File: config.mk
export PLATFORM = sky130hd
export DESIGN_NAME = t06_rng_request_arbiter
export DESIGN_NICKNAME = d
export VERILOG_FILES = /design/src/rtl/t06_rng_pkg.sv /design/src/rtl/t06_rr_pick.sv /design/src/rtl/t06_rng_request_arbiter.sv
export SDC_FILE = /design/constraint.sdc
export NUM_CORES = 1
export LEC_CHECK = 0
export ABC_AREA = 1
export ABC_CLOCK_PERIOD_IN_PS = 2800
export BUFFER_PORTS_ARGS = -buffer_cell sky130_fd_sc_hd__buf_2
export CORE_ASPECT_RATIO = 0.7
export CORE_MARGIN = 2
export CORE_UTILIZATION = 50
export DETAILED_ROUTE_END_ITERATION = 8
export GPL_ROUTABILITY_DRIVEN = 0
export PLACE_DENSITY = 0.85
export SLEW_MARGIN = 30
export SYNTH_ARGS = -nofsm -noshare
export SYNTH_HDL_FRONTEND = slang
export SYNTH_SLANG_ARGS = --single-unit
File: constraint.sdc
create_clock -name system_clk -period 2.8 [get_ports system_clk]
set_clock_uncertainty 0.05 [all_clocks]
set_input_delay 0.7 -clock system_clk [delete_from_list [all_inputs] [get_ports system_clk]]
set_output_delay 0.7 -clock system_clk [all_outputs]
set_load 0.005 [all_outputs]
File: src/rtl/t06_rng_pkg.sv
`default_nettype none
// ============================================================================
// Module      : t06_rng_pkg
// Description : Shared types and constants for the RNG request arbiter.
// Revision    : 1.0  initial release
// ============================================================================
package t06_rng_pkg;

   // Arbiter transaction states
   typedef enum logic [2:0] {
      IDLE    = 3'd0,
      STROBE  = 3'd1,
      WAIT    = 3'd2,
      CAPTURE = 3'd3,
      RESPOND = 3'd4
   } state_t;

   // Zero-reject retry limit and the counter width that holds it
   localparam int MAX_RETRY = 3;
   localparam int RETRY_W   = 2;

endpackage
`default_nettype wire

File: src/rtl/t06_rr_pick.sv
`default_nettype none
// ============================================================================
// Module      : t06_rr_pick
// Description : Combinational round-robin picker. Searches the request
//               vector starting one past last_ptr (wrapping) and returns
//               the first set bit as a one-hot grant plus its index.
// Revision    : 1.0  initial release
// ============================================================================
module t06_rr_pick
   import t06_rng_pkg::*;
#(
   parameter int NUM_REQ = 4,
   parameter int PTR_W   = $clog2(NUM_REQ)
) (
   input  logic [NUM_REQ-1:0] req_in,
   input  logic [PTR_W-1:0]   last_ptr,
   output logic [NUM_REQ-1:0] grant,
   output logic [PTR_W-1:0]   winner,
   output logic               any
);

   int               sum;
   logic [PTR_W-1:0] pos;

   // Walk offsets 1..NUM_REQ from last_ptr; first requesting slot wins
   always_comb begin
      grant  = '0;
      winner = '0;
      any    = 1'b0;
      sum    = 0;
      pos    = '0;
      for (int k = 1; k <= NUM_REQ; k++) begin
         sum = int'(last_ptr) + k;
         if (sum >= NUM_REQ) begin
            sum = sum - NUM_REQ;
         end
         pos = PTR_W'(sum);
         if (!any && req_in[pos]) begin
            grant[pos] = 1'b1;
            winner     = pos;
            any        = 1'b1;
         end
      end
   end

endmodule
`default_nettype wire

File: src/rtl/t06_rng_request_arbiter.sv
`default_nettype none
// ============================================================================
// Module      : t06_rng_request_arbiter
// Description : Shares one random number generator among NUM_REQ requesters
//               with round-robin priority. Each transaction strobes the
//               generator, waits WAIT_CYCLES, captures the value and returns
//               it to the winner with a one-cycle rsp_valid pulse.
//               Optional macro T06_RNG_REJECT_ZERO_EN: a captured zero is
//               re-requested up to MAX_RETRY times, then replaced by 1.
// Revision    : 1.0  initial release
// ============================================================================
module t06_rng_request_arbiter
   import t06_rng_pkg::*;
#(
   parameter int NUM_REQ     = 4,
   parameter int WIDTH       = 8,
   parameter int WAIT_CYCLES = 2
) (
   input  logic               system_clk,
   input  logic               nreset,
   input  logic [NUM_REQ-1:0] req,
   output logic [NUM_REQ-1:0] gnt,
   output logic [NUM_REQ-1:0] rsp_valid,
   output logic [WIDTH-1:0]   rsp_number,
   output logic               rng_enable,
   input  logic [WIDTH-1:0]   rng_number,
   output logic               busy
);

   localparam int                 PTR_W     = $clog2(NUM_REQ);
   localparam int                 WAIT_W    = (WAIT_CYCLES > 1) ? $clog2(WAIT_CYCLES) : 1;
   localparam logic [PTR_W-1:0]   PTR_LAST  = PTR_W'(NUM_REQ - 1);
   localparam logic [WAIT_W-1:0]  WAIT_LAST = WAIT_W'(WAIT_CYCLES - 1);

   state_t             state_q,      state_d;
   logic [NUM_REQ-1:0] gnt_q,        gnt_d;
   logic [NUM_REQ-1:0] rsp_valid_q,  rsp_valid_d;
   logic               rng_enable_q, rng_enable_d;
   logic [WIDTH-1:0]   rsp_number_q, rsp_number_d;
   logic [WAIT_W-1:0]  wait_cnt_q,   wait_cnt_d;
   logic [PTR_W-1:0]   last_ptr_q,   last_ptr_d;
   // Requester served by the previous transaction, blocked for one IDLE cycle
   logic [NUM_REQ-1:0] mask_q,       mask_d;
`ifdef T06_RNG_REJECT_ZERO_EN
   logic [RETRY_W-1:0] retry_cnt_q,  retry_cnt_d;
`endif

   logic [NUM_REQ-1:0] pick_gnt;
   logic [PTR_W-1:0]   pick_idx;
   logic               pick_any;

   t06_rr_pick #(
      .NUM_REQ (NUM_REQ),
      .PTR_W   (PTR_W)
   ) u_pick (
      .req_in   (req & ~mask_q),
      .last_ptr (last_ptr_q),
      .grant    (pick_gnt),
      .winner   (pick_idx),
      .any      (pick_any)
   );

   // Next-state and next-output logic; strobe and response pulses are
   // computed one cycle ahead so that they leave the block registered
   always_comb begin
      state_d      = state_q;
      gnt_d        = gnt_q;
      rsp_valid_d  = '0;
      rng_enable_d = 1'b0;
      rsp_number_d = rsp_number_q;
      wait_cnt_d   = wait_cnt_q;
      last_ptr_d   = last_ptr_q;
      mask_d       = '0;
`ifdef T06_RNG_REJECT_ZERO_EN
      retry_cnt_d  = retry_cnt_q;
`endif
      case (state_q)
         IDLE: begin
            if (pick_any) begin
               gnt_d        = pick_gnt;
               last_ptr_d   = pick_idx;
               rng_enable_d = 1'b1;
               state_d      = STROBE;
            end
         end
         STROBE: begin
            wait_cnt_d = '0;
            state_d    = WAIT;
         end
         WAIT: begin
            if (wait_cnt_q == WAIT_LAST) begin
               state_d = CAPTURE;
            end else begin
               wait_cnt_d = wait_cnt_q + 1'b1;
            end
         end
         CAPTURE: begin
`ifdef T06_RNG_REJECT_ZERO_EN
            if (rng_number == '0) begin
               if (retry_cnt_q < RETRY_W'(MAX_RETRY)) begin
                  retry_cnt_d  = retry_cnt_q + 1'b1;
                  rng_enable_d = 1'b1;
                  state_d      = STROBE;
               end else begin
                  rsp_number_d = WIDTH'(1);
                  rsp_valid_d  = gnt_q;
                  state_d      = RESPOND;
               end
            end else begin
               rsp_number_d = rng_number;
               rsp_valid_d  = gnt_q;
               state_d      = RESPOND;
            end
`else
            rsp_number_d = rng_number;
            rsp_valid_d  = gnt_q;
            state_d      = RESPOND;
`endif
         end
         RESPOND: begin
            gnt_d   = '0;
            mask_d  = gnt_q;
            state_d = IDLE;
`ifdef T06_RNG_REJECT_ZERO_EN
            retry_cnt_d = '0;
`endif
         end
         default: begin
            gnt_d   = '0;
            state_d = IDLE;
         end
      endcase
   end

   // State and output registers; reset abandons any in-flight transaction
   always_ff @(posedge system_clk or negedge nreset) begin
      if (!nreset) begin
         state_q      <= IDLE;
         gnt_q        <= '0;
         rsp_valid_q  <= '0;
         rng_enable_q <= 1'b0;
         rsp_number_q <= '0;
         wait_cnt_q   <= '0;
         last_ptr_q   <= PTR_LAST;
         mask_q       <= '0;
`ifdef T06_RNG_REJECT_ZERO_EN
         retry_cnt_q  <= '0;
`endif
      end else begin
         state_q      <= state_d;
         gnt_q        <= gnt_d;
         rsp_valid_q  <= rsp_valid_d;
         rng_enable_q <= rng_enable_d;
         rsp_number_q <= rsp_number_d;
         wait_cnt_q   <= wait_cnt_d;
         last_ptr_q   <= last_ptr_d;
         mask_q       <= mask_d;
`ifdef T06_RNG_REJECT_ZERO_EN
         retry_cnt_q  <= retry_cnt_d;
`endif
      end
   end

   assign gnt        = gnt_q;
   assign rsp_valid  = rsp_valid_q;
   assign rsp_number = rsp_number_q;
   assign rng_enable = rng_enable_q;
   assign busy       = (state_q != IDLE);

endmodule
`default_nettype wire
==> results.py, run 1 <==
metrics = {
    "synth": {
        "synth_top_flop_cell": "dfrtp_1",
        "yosysMostFrequentCell": "nand2_1",
        "ys_ff_latch": 27,
        "async_reset_ff_frac": 1.00,
        "synth-edff-count": 0,
        "synth_top_area_frac": 0.412,
        "yosys_warnings": 0,
        "ys_seq_area_frac": 0.446,
        "syn_inst": 191,
        "avgSynthCellArea_um2": 7.95,
        "synth_common_cells": "63 x nand2_1, 25 x dfrtp_1, 24 x inv_1, 21 x nor2_1, 18 x nand3_1",
        "synthTopCellsByArea": "dfrtp_1 41%, nand2_1 16%, ha_1 6.6%",
        "synth_top_cell_by_area": "dfrtp_1",
        "synth_area_um2": 1520,
        "synth_fp_nets": 213,
        "ys_types": 20,
    },
    "power_and_ir_drop": {
        "clkPwrFrac": 0.106,
        "powerDensity_nw_per_um2": 1140,
        "power_w": 0.00201,
        "comb_power_share": 0.572,
        "intPower_w": 0.00103,
        "p_leak_nw": 0.994,
        "power.net_switching_w": 0.000977,
        "switching_share": 0.487,
        "ir_drop_mv": 0.635,
        "pwr-share-seq": 0.322,
    },
    "route": {
        "routed_via_density": 4.90,
        "detail-route-antenna-nets": 0,
        "wirelength_um": 3150,
        "post_drt_wl_per_cell_um": 12.1,
        "drtPass1Iterations": 4,
        "drc": 0,
        "drtIter0Drc": 86,
        "num_vias": 1280,
    },
    "layout": {
        "diodes": 0,
        "areaGrowthSynthToFinish_pct": 15.9,
        "final_layout_size_suffix_gt1_frac": 0.262,
        "final_net_count": 248,
        "post-route-util": 0.619,
    },
    "floorplan": {
        "initial_core_util": 0.534,
        "num_rows": 16,
        "dieArea_um2": 3500,
        "core_area_um2": 2840,
        "io_pins": 32,
        "die_h_um": 50.1,
        "dieWidth_um": 69.9,
    },
    "worst_setup_path": {
        "arrival_ns": 1.56,
        "critPathCaptureType": "primary output",
        "crit_slowest_cell": "dfrtp_1",
        "path_max_fanout": 6,
        "cpPeakStageDelay_ns": 0.44,
        "worstSetupPathType": "register to primary output",
        "worst_setup_path_start_kind": "register",
        "path_cells": "nor2_1, inv_1, nor2_1, inv_1, buf_2",
        "crit_required_ns": 2.05,
    },
    "clock_network": {
        "cts_made_buffers": 3,
        "post_cts_buffers": 0,
        "clockRootBuffer": "clkbuf_8",
        "htree_num_levels": 1,
        "clockBufferDepth": 2,
        "cts-resized-gates": 0,
        "cts_tree": "done",
        "cts.sinks": 27,
        "hold_buffers": 0,
        "clk_pin_slew_worst_paths_ns": 0.09,
        "clk_latency_ns": 0.27,
    },
    "global_routing": {
        "antenna_found_initial": 0,
        "grt_pass1_wl_um": 5340,
        "grt_max_degree": 28,
        "grt_overflow": 0,
        "global_route.usage.total": 0.193,
        "grt_pass1_vias": 1196,
    },
    "timing": {
        "finalCritPeriodShare": 0.826,
        "whs_ns": 0.367,
        "fin_setup_tns_ns": 0,
        "drv_slew": 0,
        "finalHoldViolCount": 0,
        "rsz0062_at_grt": "false",
        "period_needed_ns": 2.31,
        "relSlewSlack": 0.613,
        "finalSetupViolCount": 0,
        "tightest_slew_ns": 0.578,
        "max_freq_mhz": 432,
    },
    "placed_design": {
        "place_hpwl_um": 2480,
        "io_buffers": 31,
    },
    "run_status": {
        "outcome": "finished, final reports clean",
    },
    "min_path": {
        "hp-class": "input port to asynchronous set/reset pin",
    },
    "run": {
        "drv_cap": 0,
    },
}
[worst paths after layout]
kind	cells past startpoint	slack, ns	from	end
worst max-delay path	5	0.49	state_q[2]	busy
worst min-delay path	1	0.37	nreset	rsp_number[2]
worst max register to register	11	0.62	last_ptr_q[1]	gnt[0]
worst min register to register	2	0.43	rsp_number[0]	rsp_number[0]
max in group asynchronous	1	1.95	nreset	last_ptr_q[1]
min in group system_clk	2	0.43	rsp_number[0]	rsp_number[0]
[cells in the final DEF (no fill, tap or decap), types with 2 or more instances in the layout]
| cell | Yosys | routed |
|---|---|---|
| a21oi_1 | 2 | 2 |
| buf_2 | 1 | 31 |
| clkbuf_8 | 0 | 3 |
| dfrtp_1 | 25 | 25 |
| dfstp_2 | 2 | 2 |
| ha_1 | 8 | 8 |
| inv_1 | 24 | 24 |
| inv_2 | 3 | 3 |
| nand2_1 | 63 | 63 |
| nand2_2 | 3 | 3 |
| nand2_4 | 4 | 4 |
| nand3_1 | 18 | 18 |
| nand3_2 | 8 | 8 |
| nor2_1 | 21 | 21 |
| o21ai_1 | 2 | 2 |
| o22ai_1 | 2 | 2 |
[critical path: cells and delay by family, from the launching register on]
| kind | cells | cell delay, ns |
|---|---|---|
| AND/OR/NAND/NOR | 2 | 0.48 |
| flip-flops | 1 | 0.44 |
| buffers and inverters | 3 | 0.37 |
[state kept, by name, summed over array words and instances (netlist names)]
signal	flops
rsp_number	8
gnt	4
mask_q	4
rsp_valid	4
state_q	3
last_ptr_q	2
rng_enable	1
wait_cnt_q	1
[power groups by stage]
stage          Sequential (W)  Clock, W  Combinational, W
2_1_floorplan        0.000645         0          0.000842
3_3_place_gp         0.000648         0           0.00110
3_5_place_dp         0.000650         0           0.00114
4_1_cts              0.000644  0.000219           0.00115
5_1_grt              0.000668  0.000241           0.00128
6_report             0.000645  0.000212           0.00115
[area by class of cell]
class                   instances  area, um^2
clock buffers                   3        41.3
well taps                      36        45.0
flip-flops and latches         27         678
repair buffers                 31         155
inverters                      27         101
multi-input cells             136         734
clock inverters                 1        5.00
fillers                       251        1080
[stage by stage]
stage	area [um^2]	instances	setup WS, ns
2_1_floorplan	1520	191	0.858
3_3_place_gp	1710	257	0.711
3_5_place_dp	1710	257	0.645
4_1_cts	1760	261	0.474
5_1_grt	1760	261	0.308
6_report	1760	261	0.487
[layer usage]
| metal | vias to the layer above | wire length, um | global-route usage |
|---|---|---|---|
| li1 | 656 | - | - |
| met1 | 588 | 1600 | 0.270 |
| met2 | 36 | 1390 | 0.310 |
| met3 | 0 | 158 | 0.0491 |
| met4 | 0 | 0 | 0.0321 |
| met5 | - | 0 | 0 |
[kinds of logic (layout without fill, tap and decap cells)]
family,after synthesis,in the layout,synth area share
compound gates,8,8,0.0321
fa+ha+maj,8,8,0.0659
buf+inv,28,62,0.0700
flops,27,27,0.446
simple gates,120,120,0.386
(Power assumes the default switching activity.)
==> run 2: changes to the inputs <==
--- a/config.mk
+++ b/config.mk
@@ -5,15 +5,15 @@
 export SDC_FILE = /design/constraint.sdc
 export NUM_CORES = 1
 export LEC_CHECK = 0
-export ABC_AREA = 1
-export ABC_CLOCK_PERIOD_IN_PS = 2800
+export ABC_AREA = 0
+export ABC_CLOCK_PERIOD_IN_PS = 2100
 export BUFFER_PORTS_ARGS = -buffer_cell sky130_fd_sc_hd__buf_2
 export CORE_ASPECT_RATIO = 0.7
 export CORE_MARGIN = 2
-export CORE_UTILIZATION = 50
+export CORE_UTILIZATION = 48
 export DETAILED_ROUTE_END_ITERATION = 8
 export GPL_ROUTABILITY_DRIVEN = 0
-export PLACE_DENSITY = 0.85
+export PLACE_DENSITY = 0.86
 export SLEW_MARGIN = 30
 export SYNTH_ARGS = -nofsm -noshare
 export SYNTH_HDL_FRONTEND = slang
==> constraint.sdc (replaced) <==
create_clock -name system_clk -period 2.1 [get_ports system_clk]
set_clock_uncertainty 0.05 [all_clocks]
set_input_delay 0.525 -clock system_clk [delete_from_list [all_inputs] [get_ports system_clk]]
set_output_delay 0.525 -clock system_clk [all_outputs]
set_load 0.005 [all_outputs]
==> run 2 against run 1 <==
Against the previous run: combinational power grew 48%; final cell count shrank 20%; sequential power grew 40%; clock power grew 38%; sequential share of layout area shrank 1.2 points; first-iteration DRC count grew to 2.8 times the previous value; clock-buffer cell count is the same; wire length grew 27%; synthesized area shrank 2.3%; critical path type is now register to register; highest routed layer is now met4.
==> results.py, run 2 <==
metrics = {
    "clock_network": {
        "cts.sinks": 27,
        "htree_num_levels": 1,
        "clk_pin_slew_worst_paths_ns": 0.09,
        "clk_latency_ns": 0.28,
        "cts_made_buffers": 3,
        "clockBufferDepth": 2,
        "clockRootBuffer": "clkbuf_8",
        "hold_buffers": 0,
        "cts_tree": "done",
    },
    "synth": {
        "ys_types": 39,
        "yosys_warnings": 0,
        "ys_ff_latch": 27,
        "yosysMostFrequentCell": "dfrtp_1",
        "synthTopCellsByArea": "dfrtp_1 42%, ha_1 6.7%, mux2_2 6.1%",
        "synth_fp_nets": 155,
        "synth-edff-count": 0,
        "synth_area_um2": 1480,
        "synth_top_area_frac": 0.422,
        "synth_common_cells": "25 x dfrtp_1, 8 x and3_1, 8 x ha_1, 8 x mux2_2, 7 x nor2_1",
        "synth_top_cell_by_area": "dfrtp_1",
        "async_reset_ff_frac": 1.00,
        "avgSynthCellArea_um2": 11.2,
        "syn_inst": 133,
        "synth_top_flop_cell": "dfrtp_1",
        "ys_seq_area_frac": 0.457,
    },
    "timing": {
        "finalHoldViolCount": 0,
        "finalCritPeriodShare": 0.989,
        "max_freq_mhz": 482,
        "period_needed_ns": 2.08,
        "setup_slack_ns": 0.0241,
        "finalSetupViolCount": 0,
        "tightest_slew_ns": 0.579,
        "fin_setup_tns_ns": 0,
        "relSlewSlack": 0.614,
        "drv_slew": 0,
    },
    "global_routing": {
        "grt_pass1_wl_um": 5940,
        "grt_overflow": 0,
        "grt_pass1_vias": 1233,
        "grt_max_degree": 28,
        "antenna_found_initial": 0,
        "global_route.usage.total": 0.219,
    },
    "layout": {
        "n_fill_cell": 212,
        "final_net_count": 195,
        "final_layout_size_suffix_gt1_frac": 0.366,
        "diodes": 0,
        "final_cell_mix": "31 x buf_2, 25 x dfrtp_1, 9 x buf_4",
        "final_common_cell": "buf_2",
        "areaGrowthSynthToFinish_pct": 22.4,
        "largest_register_ffs": 8,
    },
    "placed_design": {
        "io_buffers": 31,
        "place_hpwl_um": 2640,
        "place_worst_setup_slack_ns": 0.0168,
    },
    "floorplan": {
        "dieArea_um2": 3560,
        "io_pins": 32,
        "num_rows": 16,
        "dieWidth_um": 70.5,
        "die_h_um": 50.5,
        "core_area_um2": 2860,
        "initial_core_util": 0.518,
    },
    "route": {
        "drc": 0,
        "routed_via_density": 6.25,
        "wirelength_um": 4000,
        "drtIter0Drc": 245,
        "detail-route-antenna-nets": 0,
        "num_vias": 1301,
        "drtPass1Iterations": 4,
        "post_drt_wl_per_cell_um": 19.2,
    },
    "run": {
        "drv_cap": 0,
    },
    "worst_setup_path": {
        "arrival_ns": 2.19,
        "worst_setup_path_start_kind": "register",
        "path_max_fanout": 6,
        "critPathCaptureType": "register",
        "worstSetupPathType": "register to register",
        "crit_required_ns": 2.21,
    },
    "power_and_ir_drop": {
        "p_leak_nw": 0.868,
        "ir_drop_mv": 0.596,
        "powerDensity_nw_per_um2": 1600,
    },
    "run_status": {
        "outcome": "finished, final reports clean",
    },
    "min_path": {
        "hp-class": "input port to asynchronous set/reset pin",
    },
}
-- run 2: cell types whose count changed in the layout (fill, tap and decap cells not counted), moves of 5 or more --
cell / before / now
nor2b_1: 0 / 6
a31oi_1: 0 / 6
inv_1: 24 / 1
nand3_2: 8 / 1
nand2_1: 63 / 5
nand3_1: 18 / 3
and3_1: 0 / 8
mux2_2: 0 / 8
buf_4: 0 / 9
and2_1: 0 / 5
nor2_1: 21 / 6
-- run 2: stage by stage --
step                instance area [um^2]  power [W]  utilization  hold WS, ns  std cells
global route                        1820    0.00308        0.635        0.242        208
global placement                    1700    0.00229        0.595        0.435        202
finish                              1820    0.00290        0.635        0.183        208
CTS                                 1750    0.00267        0.611        0.211        206
detailed placement                  1700    0.00237        0.595        0.440        202
floorplan                           1480    0.00190            -        0.179        133
-- run 2: kinds of logic (layout without fill, tap and decap cells) --
| family | Yosys count | after routing | synth area share |
|---|---|---|---|
| simple gates | 51 | 51 | 0.205 |
| flops | 27 | 27 | 0.457 |
| compound gates | 25 | 25 | 0.121 |
| mux | 12 | 13 | 0.105 |
| fa+ha+maj | 8 | 8 | 0.0675 |
| buf+inv | 8 | 46 | 0.0320 |
| xor+xnor | 2 | 2 | 0.0118 |
-- run 2: layer usage --
layer / up-vias / wire length, um / part of all wire / GRT usage
met5: - / 0 / 0 / 0
met4: 0 / 112 / 0.028 / 0.0577
met3: 13 / 342 / 0.086 / 0.0582
met2: 81 / 1930 / 0.48 / 0.352
met1: 633 / 1610 / 0.40 / 0.295
li1: 574 / - / - / -
-- run 2: final timing paths --
kind                               startpoint             to  slack (ns)  cells past startpoint
max in group asynchronous              nreset     state_q[0]        1.43                      1
worst min register to register  rsp_number[0]  rsp_number[0]        0.46                      1
worst max register to register  last_ptr_q[1]         gnt[2]        0.02                      6
worst min-delay path                   nreset  rsp_number[1]        0.18                      1
worst max-delay path            last_ptr_q[1]         gnt[2]        0.02                      6
min in group system_clk         rng_number[5]  rsp_number[5]        0.43                      2
-- run 2: report_power, final --
group          internal [W]  switching (W)  total, W
combinational      0.000799       0.000905   0.00170
sequential         0.000734       0.000171  0.000905
clock              0.000133       0.000160  0.000293
-- run 2: critical path, cell delays in order (launching register included) --
cell and delay [ns]:
dfstp_2 0.59, inv_1 0.09, ha_4 0.30, mux4_2 0.38, nor2_1 0.18, a31oi_1 0.08
a221o_1 0.30
-- run 2: area by class of cell --
cell class | instances | area [um^2] | area share
tap | 36 | 45.0 | 0.0248
sequential | 27 | 678 | 0.373
timing repair buffer | 40 | 223 | 0.123
clock inverter | 1 | 5.00 | 0.00275
clock buffer | 3 | 41.3 | 0.0227
inverter | 2 | 7.51 | 0.00413
multi-input combinational | 99 | 817 | 0.450
-- run 2: timing repair --
action	in CTS	in global routing
setup endpoints to repair	0	4
setup buffers	0	1
resized for setup	0	4
